<file path="src/rtl/ddr3_block_rd_cmd_pkg.sv">
// ---------------------------------------------------------------------------
// ddr3_block_rd_cmd_pkg
// Shared constants for the DDR3 block read-command path of the rotation
// pipeline: the DDR3 word-address width, the default burst length and data
// width, and the command FSM state encoding.
// ---------------------------------------------------------------------------
package ddr3_block_rd_cmd_pkg;

    localparam int ADDR_W        = 26;
    localparam int LEN_W         = 4;
    localparam int DEF_BURST_LEN = 4;
    localparam int DEF_DATA_W    = 64;

    // Command FSM encoding; kept as plain constants so the encoding is visible
    // to older tools and to anyone probing the state register in a netlist.
    localparam logic [1:0] S_IDLE    = 2'd0;
    localparam logic [1:0] S_RD_WAIT = 2'd1;
    localparam logic [1:0] S_LATCH   = 2'd2;
    localparam logic [1:0] S_CMD     = 2'd3;

    typedef logic [ADDR_W-1:0] ddr3_addr_t;

endpackage

</file>
<file path="src/rtl/ddr3_block_rd_cmd_if.sv">
// ---------------------------------------------------------------------------
// ddr3_block_rd_cmd_if
// Read-command channel towards the DDR3 user command port.
//   cmd_valid : command valid (driven by the requester)
//   cmd_ready : controller accepts the command this cycle
//   cmd_addr  : burst start address
//   cmd_len   : burst length in beats
// master = command issuer, slave = DDR3 controller.
// ---------------------------------------------------------------------------
interface ddr3_block_rd_cmd_if;
    import ddr3_block_rd_cmd_pkg::*;

    logic             cmd_valid;
    logic             cmd_ready;
    ddr3_addr_t       cmd_addr;
    logic [LEN_W-1:0] cmd_len;

    modport master (
        output cmd_valid,
        output cmd_addr,
        output cmd_len,
        input  cmd_ready
    );

    modport slave (
        input  cmd_valid,
        input  cmd_addr,
        input  cmd_len,
        output cmd_ready
    );

endinterface

</file>
<file path="src/rtl/ddr3_rd_credit_tracker.sv">
// ---------------------------------------------------------------------------
// ddr3_rd_credit_tracker
// Book-keeping for read bursts in flight: counts outstanding bursts and the
// beat position inside the current block, decides whether another burst may
// be requested, flags the last beat of each block and records data that
// arrives with nothing outstanding.
// Ports:
//   clk, rst_n          : clock, asynchronous active-low reset
//   cmd_fire            : read command handshake this cycle
//   rd_data_valid       : returned beat this cycle
//   pix_fifo_space      : free words in the pixel FIFO
//   credit_ok           : another burst fits (count cap and FIFO space)
//   outstanding_any     : at least one burst in flight
//   block_done          : registered pulse, aligned with the forwarded last beat
//   err_overrun         : sticky, a beat arrived with nothing outstanding
// ---------------------------------------------------------------------------
module ddr3_rd_credit_tracker #(
    parameter int BURST_LEN       = 4,
    parameter int MAX_OUTSTANDING = 8,
    parameter int SPACE_W         = 10
) (
    input  logic               clk,
    input  logic               rst_n,
    input  logic               cmd_fire,
    input  logic               rd_data_valid,
    input  logic [SPACE_W-1:0] pix_fifo_space,
    output logic               credit_ok,
    output logic               outstanding_any,
    output logic               block_done,
    output logic               err_overrun
);

    localparam int OUT_W  = $clog2(MAX_OUTSTANDING + 1);
    localparam int BEAT_W = $clog2(BURST_LEN);

    localparam logic [OUT_W-1:0]  OUT_MAX     = OUT_W'(MAX_OUTSTANDING);
    localparam logic [BEAT_W-1:0] BEAT_LAST   = BEAT_W'(BURST_LEN - 1);
    localparam logic [SPACE_W:0]  BURST_WORDS = (SPACE_W + 1)'(BURST_LEN);

    logic [OUT_W-1:0]  outstanding_reg, outstanding_next;
    logic [BEAT_W-1:0] beat_reg, beat_next;
    logic              block_done_reg;
    logic              err_overrun_reg;

    logic              last_beat;
    logic              none_outstanding;
    logic              retire;
    logic [SPACE_W:0]  need_words;

    always_comb begin
        last_beat        = rd_data_valid && (beat_reg == BEAT_LAST);
        none_outstanding = (outstanding_reg == '0);
        // A last beat with nothing in flight is stray data: it must not
        // pull the counter below zero.
        retire           = last_beat && !none_outstanding;

        // Words the pixel FIFO must hold if every burst in flight plus the
        // next one all land before anything drains; one bit wider than the
        // space count so the product cannot wrap.
        need_words = ((SPACE_W + 1)'(outstanding_reg) + (SPACE_W + 1)'(1)) * BURST_WORDS;
        credit_ok  = (outstanding_reg < OUT_MAX) && ({1'b0, pix_fifo_space} >= need_words);

        outstanding_next = outstanding_reg;
        if (cmd_fire && !retire) begin
            outstanding_next = outstanding_reg + 1'b1;
        end else if (!cmd_fire && retire) begin
            outstanding_next = outstanding_reg - 1'b1;
        end

        // Explicit wrap so non-power-of-two burst lengths also work.
        beat_next = beat_reg;
        if (rd_data_valid) begin
            beat_next = last_beat ? '0 : beat_reg + 1'b1;
        end
    end

    always_ff @(posedge clk or negedge rst_n) begin
        if (!rst_n) begin
            outstanding_reg <= '0;
            beat_reg        <= '0;
            block_done_reg  <= 1'b0;
            err_overrun_reg <= 1'b0;
        end else begin
            outstanding_reg <= outstanding_next;
            beat_reg        <= beat_next;
            block_done_reg  <= last_beat;
            err_overrun_reg <= err_overrun_reg | (rd_data_valid && none_outstanding);
        end
    end

    assign outstanding_any = !none_outstanding;
    assign block_done      = block_done_reg;
    assign err_overrun     = err_overrun_reg;

endmodule

</file>
<file path="src/rtl/ddr3_block_rd_cmd.sv">
// ---------------------------------------------------------------------------
// ddr3_block_rd_cmd
// Pops 4x4-pixel block addresses from the (non-FWFT) address FIFO, issues one
// fixed-length DDR3 read burst per address and forwards the returned beats
// into the pixel FIFO. New bursts are only requested while the pixel FIFO is
// guaranteed to absorb every beat already in flight plus the new burst.
// Ports:
//   clk, rst_n        : clock, asynchronous active-low reset
//   addr_fifo_empty   : address FIFO empty flag (registered upstream)
//   addr_fifo_rd_req  : address FIFO pop, data valid one cycle later
//   addr_fifo_q       : address FIFO read data
//   cmd               : read command channel (master side)
//   rd_data_valid     : DDR3 read beat valid, no back-pressure
//   rd_data           : DDR3 read beat
//   pix_fifo_space    : free words in the pixel FIFO
//   pix_fifo_wr_en    : pixel FIFO write, one cycle after rd_data_valid
//   pix_fifo_wr_data  : pixel FIFO write data
//   block_done        : pulse with the write of the last beat of a block
//   busy              : fetch in progress or bursts in flight
//   err_overrun       : sticky, read data arrived with nothing outstanding
// ---------------------------------------------------------------------------
module ddr3_block_rd_cmd
    import ddr3_block_rd_cmd_pkg::*;
#(
    parameter int BURST_LEN       = DEF_BURST_LEN,
    parameter int DATA_W          = DEF_DATA_W,
    parameter int MAX_OUTSTANDING = 8,
    parameter int SPACE_W         = 10
) (
    input  logic                clk,
    input  logic                rst_n,
    input  logic                addr_fifo_empty,
    output logic                addr_fifo_rd_req,
    input  ddr3_addr_t          addr_fifo_q,
    ddr3_block_rd_cmd_if.master cmd,
    input  logic                rd_data_valid,
    input  logic [DATA_W-1:0]   rd_data,
    input  logic [SPACE_W-1:0]  pix_fifo_space,
    output logic                pix_fifo_wr_en,
    output logic [DATA_W-1:0]   pix_fifo_wr_data,
    output logic                block_done,
    output logic                busy,
    output logic                err_overrun
);

    logic [1:0]        state_reg, state_next;
    logic              rd_req_reg, rd_req_next;
    logic              cmd_valid_reg, cmd_valid_next;
    ddr3_addr_t        cmd_addr_reg, cmd_addr_next;
    logic              wr_en_reg;
    logic [DATA_W-1:0] wr_data_reg;

    logic              cmd_fire;
    logic              credit_ok;
    logic              outstanding_any;

    assign cmd_fire = cmd_valid_reg && cmd.cmd_ready;

    ddr3_rd_credit_tracker #(
        .BURST_LEN       (BURST_LEN),
        .MAX_OUTSTANDING (MAX_OUTSTANDING),
        .SPACE_W         (SPACE_W)
    ) u_credit (
        .clk             (clk),
        .rst_n           (rst_n),
        .cmd_fire        (cmd_fire),
        .rd_data_valid   (rd_data_valid),
        .pix_fifo_space  (pix_fifo_space),
        .credit_ok       (credit_ok),
        .outstanding_any (outstanding_any),
        .block_done      (block_done),
        .err_overrun     (err_overrun)
    );

    // One address fetch at a time: pop, wait out the FIFO read latency,
    // capture, then hold the command until the controller takes it. Credit
    // is only looked at in S_IDLE, after the previous handshake has already
    // been counted.
    always_comb begin
        state_next     = state_reg;
        rd_req_next    = 1'b0;
        cmd_valid_next = cmd_valid_reg;
        cmd_addr_next  = cmd_addr_reg;
        case (state_reg)
            S_IDLE: begin
                if (!addr_fifo_empty && credit_ok) begin
                    rd_req_next = 1'b1;
                    state_next  = S_RD_WAIT;
                end
            end
            S_RD_WAIT: begin
                state_next = S_LATCH;
            end
            S_LATCH: begin
                cmd_addr_next  = addr_fifo_q;
                cmd_valid_next = 1'b1;
                state_next     = S_CMD;
            end
            S_CMD: begin
                if (cmd.cmd_ready) begin
                    cmd_valid_next = 1'b0;
                    state_next     = S_IDLE;
                end
            end
            default: begin
                state_next     = S_IDLE;
                cmd_valid_next = 1'b0;
            end
        endcase
    end

    always_ff @(posedge clk or negedge rst_n) begin
        if (!rst_n) begin
            state_reg     <= S_IDLE;
            rd_req_reg    <= 1'b0;
            cmd_valid_reg <= 1'b0;
            cmd_addr_reg  <= '0;
        end else begin
            state_reg     <= state_next;
            rd_req_reg    <= rd_req_next;
            cmd_valid_reg <= cmd_valid_next;
            cmd_addr_reg  <= cmd_addr_next;
        end
    end

    // Read data is forwarded unconditionally, stray beats included.
    always_ff @(posedge clk or negedge rst_n) begin
        if (!rst_n) begin
            wr_en_reg   <= 1'b0;
            wr_data_reg <= '0;
        end else begin
            wr_en_reg   <= rd_data_valid;
            wr_data_reg <= rd_data;
        end
    end

    assign addr_fifo_rd_req = rd_req_reg;
    assign cmd.cmd_valid    = cmd_valid_reg;
    assign cmd.cmd_addr     = cmd_addr_reg;
    assign cmd.cmd_len      = LEN_W'(BURST_LEN);
    assign pix_fifo_wr_en   = wr_en_reg;
    assign pix_fifo_wr_data = wr_data_reg;
    assign busy             = (state_reg != S_IDLE) || outstanding_any;

endmodule

</file>
<file path="src/flat_wrapper.sv">
// flat-port wrapper written by rule: the top's interface ports become plain ports
module ddr3_block_rd_cmd_flat import ddr3_block_rd_cmd_pkg::*;
#(
    parameter int BURST_LEN       = DEF_BURST_LEN,
    parameter int DATA_W          = DEF_DATA_W,
    parameter int MAX_OUTSTANDING = 8,
    parameter int SPACE_W         = 10
)
  (clk, rst_n, addr_fifo_empty, addr_fifo_rd_req, addr_fifo_q, rd_data_valid, rd_data, pix_fifo_space, pix_fifo_wr_en, pix_fifo_wr_data, block_done, busy, err_overrun, cmd_cmd_valid, cmd_cmd_addr, cmd_cmd_len, cmd_cmd_ready);
  ddr3_block_rd_cmd_if cmd_i ();
  input  logic clk;
  input  logic rst_n;
  input  logic addr_fifo_empty;
  output logic addr_fifo_rd_req;
  input  ddr3_addr_t addr_fifo_q;
  input  logic rd_data_valid;
  input  logic [DATA_W-1:0] rd_data;
  input  logic [SPACE_W-1:0] pix_fifo_space;
  output logic pix_fifo_wr_en;
  output logic [DATA_W-1:0] pix_fifo_wr_data;
  output logic block_done;
  output logic busy;
  output logic err_overrun;
  output wire logic [$bits(cmd_i.cmd_valid)-1:0] cmd_cmd_valid;
  output wire logic [$bits(cmd_i.cmd_addr)-1:0] cmd_cmd_addr;
  output wire logic [$bits(cmd_i.cmd_len)-1:0] cmd_cmd_len;
  input wire logic [$bits(cmd_i.cmd_ready)-1:0] cmd_cmd_ready;
  assign cmd_cmd_valid = cmd_i.cmd_valid;
  assign cmd_cmd_addr = cmd_i.cmd_addr;
  assign cmd_cmd_len = cmd_i.cmd_len;
  assign cmd_i.cmd_ready = cmd_cmd_ready;
  ddr3_block_rd_cmd #(.BURST_LEN(BURST_LEN), .DATA_W(DATA_W), .MAX_OUTSTANDING(MAX_OUTSTANDING), .SPACE_W(SPACE_W)) u_core (.clk(clk), .rst_n(rst_n), .addr_fifo_empty(addr_fifo_empty), .addr_fifo_rd_req(addr_fifo_rd_req), .addr_fifo_q(addr_fifo_q), .cmd(cmd_i), .rd_data_valid(rd_data_valid), .rd_data(rd_data), .pix_fifo_space(pix_fifo_space), .pix_fifo_wr_en(pix_fifo_wr_en), .pix_fifo_wr_data(pix_fifo_wr_data), .block_done(block_done), .busy(busy), .err_overrun(err_overrun));
endmodule
</file>
<file path="config.mk">
export PLATFORM = sky130hd
export DESIGN_NAME = ddr3_block_rd_cmd_flat
export DESIGN_NICKNAME = d
export VERILOG_FILES = /design/src/rtl/ddr3_block_rd_cmd_pkg.sv /design/src/rtl/ddr3_block_rd_cmd_if.sv /design/src/rtl/ddr3_rd_credit_tracker.sv /design/src/rtl/ddr3_block_rd_cmd.sv /design/src/flat_wrapper.sv
export SDC_FILE = /design/constraint.sdc
export NUM_CORES = 1
export LEC_CHECK = 0
export BUFFER_PORTS_ARGS = -buffer_cell sky130_fd_sc_hd__buf_2
export CAP_MARGIN = 10
export CORE_MARGIN = 2
export CORE_UTILIZATION = 38
export CTS_CLUSTER_DIAMETER = 40
export DETAILED_ROUTE_END_ITERATION = 6
export PLACE_DENSITY = 0.71
export SKIP_LAST_GASP = 1
export SLEW_MARGIN = 25
export SYNTH_ARGS = -nofsm -noshare
export SYNTH_HDL_FRONTEND = slang
export SYNTH_HIERARCHICAL = 1
export SYNTH_SLANG_ARGS = --single-unit
</file>
<file path="constraint.sdc">
create_clock -name clk -period 2.8 [get_ports clk]
set_clock_uncertainty 0.1 [all_clocks]
set_input_delay 0.42 -clock clk [delete_from_list [all_inputs] [get_ports clk]]
set_output_delay 0.42 -clock clk [all_outputs]
set_load 0.02 [all_outputs]
</file>
After elaboration in Yosys (flattened, before gate mapping)
Index checks and enable logic that the tools add are counted.

Add/subtract/negate cells: 4. $lt $le $gt $ge: 2. Equality and inequality tests: 6. Multiplexer cells: 10. Bitwise logic cells: 1. Reductions and logical operators: 20.

Operators by type and width (count): 10-bit by 7-bit greater-or-equal comparator with 1-bit output (1); 1-bit logical AND (8); 4-bit two-way mux (2); 2-bit case mux with 4 select lines (1); 2-bit equality test, second input constant (3); 2-bit two-way mux (3); 2-bit nonzero test (3); 4-bit by 1-bit adder with 5-bit output, second input constant (1); 4-bit by 1-bit adder with 4-bit output, second input constant (1); 1-bit zero test (4); 4-bit zero test (1); 4-bit less-than comparator, second input constant (1); 2-bit AND reduction (2); 4-bit by 1-bit subtractor with 4-bit output, second input constant (1); 1-bit two-way mux (3); 2-bit by 1-bit adder with 2-bit output, second input constant (1); 2-bit by 1-bit equality test with 1-bit output, second input constant (1); 2-bit zero test (1); 2-bit by 1-bit inequality test with 1-bit output, second input constant (1); 2-bit inequality test, second input constant (1); 1-bit case mux with 2 select lines (1); 1-bit logical OR (1); 1-bit OR (1).

Register bits: 103. Input port bits: 105. Output and inout bits: 100. Word-level logic and storage cells: 53.

Depth between registers and ports, before layout
Depth in word-level cells: 6. Depth in mapped cells: 10. Mapped depth without buffers: 10.

Modules after synthesis
The synthesis kept the hierarchy.

By module, submodules not included: ddr3_block_rd_cmd (times used 1, cells an instance 149, area each 2971.6 sq um, sequential area each 2377.3 sq um); ddr3_rd_credit_tracker (times used 1, cells an instance 64, area each 648.1 sq um, sequential area each 200.2 sq um).

Worst setup path after synthesis
No wires, ideal clock.

Path type: register -> register. From: register u_core.u_credit.outstanding_reg[0]. To: register u_core.state_reg[1]. Setup time: 0.125 ns. Arrival: 2.347 ns. Required time: 2.575 ns. Path slack: 0.229 ns. Cell stages (with the launch flop): 11. Buffers on the path: 0. Clock period less this slack: 2.571 ns. Cells stage by stage: dfrtp_1 -> inv_1 -> ha_1 -> inv_1 -> ha_1 -> nor4bb_1 -> o311ai_0 -> a211oi_1 -> nand2b_4 -> a21oi_2 -> mux2_2.

Longest elaborated chain between the ends: 6. Elaborated cells on any way between the ends: 7. Classes of those cells: add/sub: 1; order compare: 2; eq/ne: 1; reduce/logical: 3.

Ends and longest elaborated chain: start: declaration (RTL line ddr3_rd_credit_tracker.sv:40) `logic [OUT_W-1:0] outstanding_reg, outstanding_next;`; start signal: assignment (RTL line ddr3_rd_credit_tracker.sv:84) `outstanding_reg <= outstanding_next;`; 4-bit by 1-bit adder with 5-bit output (RTL line ddr3_rd_credit_tracker.sv:60) `need_words = ((SPACE_W + 1)'(outstanding_reg) + (SPACE_W + 1)'(1)) * BURST_WORDS;`; net u_core.u_credit.need_words[2] (RTL line ddr3_rd_credit_tracker.sv:48) `logic [SPACE_W:0] need_words;`; 10-bit by 7-bit greater-or-equal comparator with 1-bit output (RTL line ddr3_rd_credit_tracker.sv:61) `credit_ok = (outstanding_reg < OUT_MAX) && ({1'b0, pix_fifo_space} >= need_words);`; 1-bit logical AND (RTL line ddr3_rd_credit_tracker.sv:61); net u_core.credit_ok (RTL line ddr3_block_rd_cmd.sv:54) `logic credit_ok;`; 1-bit logical AND (RTL line ddr3_block_rd_cmd.sv:86) `if (!addr_fifo_empty && credit_ok) begin`; 2-bit by 1-bit inequality test with 1-bit output (no line); 2-bit AND reduction (no line); end signal: assignment (RTL line ddr3_block_rd_cmd.sv:119) `state_reg <= state_next;`; end: declaration (RTL line ddr3_block_rd_cmd.sv:46) `logic [1:0] state_reg, state_next;`.

The timed path passes the listed nets, and every way through them passes these cells. A chain may end at the register's enable or synchronous reset.

Final worst setup path
From: register u_core.u_credit.outstanding_reg[0]. To: register u_core.state_reg[1].

Longest elaborated chain between the ends: 6. Elaborated cells on any way between the ends: 7. Classes of those cells: add/sub: 1; order compare: 2; eq/ne: 1; reduce/logical: 3.

Ends and longest elaborated chain (RTL line): 4-bit by 1-bit adder with 5-bit output (ddr3_rd_credit_tracker.sv:60); 10-bit by 7-bit greater-or-equal comparator with 1-bit output (ddr3_rd_credit_tracker.sv:61); 1-bit logical AND (*) (ddr3_rd_credit_tracker.sv:61); net u_core.credit_ok (ddr3_block_rd_cmd.sv:54); 1-bit logical AND (*) (ddr3_block_rd_cmd.sv:86); 2-bit by 1-bit inequality test with 1-bit output (no line) (*); 2-bit AND reduction (no line) (*).

Mark *: on every way through the listed nets, which the timed path passes. The rest lies on a longest branch.

==> impl_metrics.toml <==
[status]
outcome = "finished clean"

[min_path]
hp-start = "rd_data[61]"
whs_path_depth = 1
hold_path_class = "in2reg"
worstHoldEndpoint = "u_core/pix_fifo_wr_data[61]$_DFF_PN0_"

[logic_synthesis]
ys_types = 37
yosys_warnings = 6
ys_ff_latch = 103
ys_seq_area_share_pct = 71.2
mappedNetlistArea_um2 = 3620
syn_avg_cell_area_um2 = 17.0
syn_inst = 213

[layout]
seqCellArea_um2 = 2580
final_util_pct = 53.5
antenna_cells = 0
drive_gt1_share_pct = 60.1
largest_reg_flops = 64
syn_to_final_growth_pct = 36.6
fillers = 798
multi_input_area_um2 = 935
fin_nets = 543

[critical_path]
worst_ep_arrival_time_ps = 2780
critPathMaxFanout = 6
crit_buf_inv = 1
slowest_delay_ps = 550
slowest_stage = "or4_4"
endpoint_kind = "register"
cp-start-kind = "register"
crit_type = "reg2reg"
reg2reg_slack_ps = 160
crit_path_cell_trace = "buf_4 -> ha_1 -> nand3_1 -> ha_1 -> or4_4 -> a211oi_2 -> a211oi_2 -> nand2b_4 -> a21oi_2 -> mux2_2"
worst_path_dominant_cell_family = "simple AND/OR/NAND/NOR gates"
r2r_cells = 10
timing.rr.start = "u_core/u_credit/outstanding_reg[0]$_DFFE_PN0P_"
worstReg2RegEnd = "u_core/state_reg[1]$_DFFE_PN0P_"
cp.required_ps = 2940

[grt]
gr-usage-met2_pct = 26.6
grt_overflow = 0
track_usage_pct = 15.4
grt_max_degree = 54
top_usage_layer = "met2"
antenna_found_initial = 0
grt_pass1_vias = 2488
grt_first_pass_wirelength_um = 12000
grt_use_met1_pct = 17.7
met3_usage_pct = 4.62

[sta]
period_share_pct = 94.2
hold_viol_final = 0
finalMaxSlewViolations = 0
fmax_mhz = 379
setup_slack_ps = 161
timing.slew.headroom_pct = 55.8
rsz0062_at_grt = "no"
finalSetupViolCount = 0
worst_pin_slew_ps = 663
period_needed_ps = 2640
finalSetupTns_ps = 0

[cts]
clock_latency_ps = 350
cts_tree = "built"
cts.sinks = 103
htree_levels = 3
root_buffer = "clkbuf_8"
clockBufferDepth = 2
clkTransAtPathRegs_ps = 100
cts_made_buffers = 9

[floorplan]
core_area_um2 = 9240
fp-row-count = 35
ios = 205
initial_core_util_pct = 39.2
dieArea_um2 = 10300
die_y_um = 102
die_x_um = 102

[detailed_routing]
wl_per_cell_um = 14.7
drt_iter0_drc = 46
drc = 0
firstDrtPassIters = 4
post_drt_via_cell_ratio = 4.36
wl_um = 8190
ant_nets = 0
dr_total_vias = 2418

[placed_design]
gp_congestion = 0.783
dpl.hpwl_um = 6250
numPortBuffers = 200
dpl_worst_slack_ps = 131

[pwr]
ir_drop_mv = 0.371
p_leak_nw = 2.55
pwr_density_cell_nw_per_um2 = 954

[job]
cap_violations = 0
## repair_timing
item                                    4_1_cts  5_1_grt
buffers inserted                              0        0
hold buffers                                  1        0
endpoints found under the setup margin        0        1
endpoints found under the hold margin         5        0
gates resized for setup                       0        1
## cells by family (layout without fill, tap and decap cells)
kind of cell | after synthesis | in the layout | share of synthesized area, %
DFF | 103 | 103 | 71.2
adders and majority gates | 16 | 16 | 5.74
other | 2 | 4 | 0.207
and+or+nand+nor | 26 | 26 | 4.15
AOI/OAI and AO/OA | 12 | 12 | 2.59
buffers and inverters | 18 | 229 | 3.39
muxes | 32 | 32 | 11.8
xor gates and xnor gates | 4 | 4 | 0.968
## metal layers
layer / part of all wire, % / routed length, µm
met5: 0 / 0
met4: 1.3 / 108
met3: 8.1 / 663
met2: 53 / 4350
met1: 37 / 3070
## synth_stat cells (all sizes together)
library cell | number | area share (%)
o311ai | 1 | 0.24
fa | 1 | 0.55
buf | 7 | 2.2
clkbuf | 2 | 0.21
and2 | 2 | 0.35
or3 | 1 | 0.17
a211oi | 2 | 0.55
o21ai | 1 | 0.14
xnor2 | 3 | 0.73
inv | 9 | 0.93
nand3 | 4 | 0.55
mux2i | 2 | 0.55
ha | 15 | 5.2
nor4bb | 1 | 0.28
a2111o | 1 | 0.31
a31o | 1 | 0.24
mux2 | 30 | 11
conb | 2 | 0.21
o211ai | 2 | 0.41
o22ai | 1 | 0.17
nand2b | 2 | 0.55
nor2b | 2 | 0.35
nand2 | 4 | 0.41
dfrtp | 103 | 71
nor2 | 6 | 0.62
xor2 | 1 | 0.24
nor3 | 1 | 0.14
nand3b | 1 | 0.21
or4 | 2 | 0.52
a21oi | 3 | 0.52
## placed cells by master, fill, tap and decap left out, types with 2 or more instances in the layout
cell type / synthesis / routed
a211oi_2: 1 / 2
a21oi_1: 2 / 2
and2_1: 2 / 2
buf_2: 0 / 199
buf_4: 4 / 4
clkbuf_8: 0 / 9
clkinv_4: 0 / 2
clkinvlp_4: 0 / 2
conb_1: 2 / 4
dfrtp_1: 103 / 103
ha_1: 15 / 14
inv_1: 9 / 9
mux2_2: 12 / 12
mux2_4: 18 / 18
mux2i_1: 2 / 2
nand2_1: 4 / 4
nand3_1: 4 / 4
nor2_1: 6 / 6
nor2b_1: 2 / 2
o211ai_1: 2 / 2
xnor2_1: 3 / 3
## layout make-up
cell class                      instances  share of cell area (%)
Clock inverter                          6                    1.16
Timing Repair Buffer                  205                    21.4
Sequential cell                       103                    52.1
Inverter                                9                   0.683
Clock buffer                            9                    2.51
Tap cell                              129                    3.26
Multi-Input combinational cell         94                    18.9
## per-stage QoR
stage | instance area (µm²) | power (mW) | hold WS [ps] | std cells
floorplan | 3630 | 3.38 | 24.4 | 215
global placement | 4750 | 3.85 | 364 | 539
detailed placement | 4750 | 3.91 | 374 | 539
CTS | 4940 | 4.79 | 39.3 | 555
global route | 4940 | 5.05 | 18.7 | 555
finish | 4940 | 4.72 | 62.9 | 555
## worst max-delay path by stage
| stage | end | startpoint | slack, ps | depth (start not counted) |
|---|---|---|---|---|
| after floorplan | u_core/state_reg[1]$_DFFE_PN0P_ | u_core/u_credit/outstanding_reg[0]$_DFFE_PN0P_ | 230 | 10 |
| after global placement | u_core/state_reg[1]$_DFFE_PN0P_ | u_core/u_credit/outstanding_reg[0]$_DFFE_PN0P_ | 250 | 10 |
| after detailed placement | u_core/state_reg[1]$_DFFE_PN0P_ | u_core/u_credit/outstanding_reg[0]$_DFFE_PN0P_ | 130 | 10 |
| after CTS | u_core/state_reg[1]$_DFFE_PN0P_ | u_core/u_credit/outstanding_reg[0]$_DFFE_PN0P_ | 100 | 10 |
| after global routing | u_core/state_reg[1]$_DFFE_PN0P_ | u_core/u_credit/outstanding_reg[0]$_DFFE_PN0P_ | 40 | 10 |
| final | u_core/state_reg[1]$_DFFE_PN0P_ | u_core/u_credit/outstanding_reg[0]$_DFFE_PN0P_ | 160 | 10 |
## power by group
part,internal [mW],switching [mW],leakage [nW]
sequential,1.81,0.179,1.20
clock,0.332,0.519,0.0847
combinational,0.886,0.989,1.27
No activity file was read; power rests on OpenSTA's default activity.
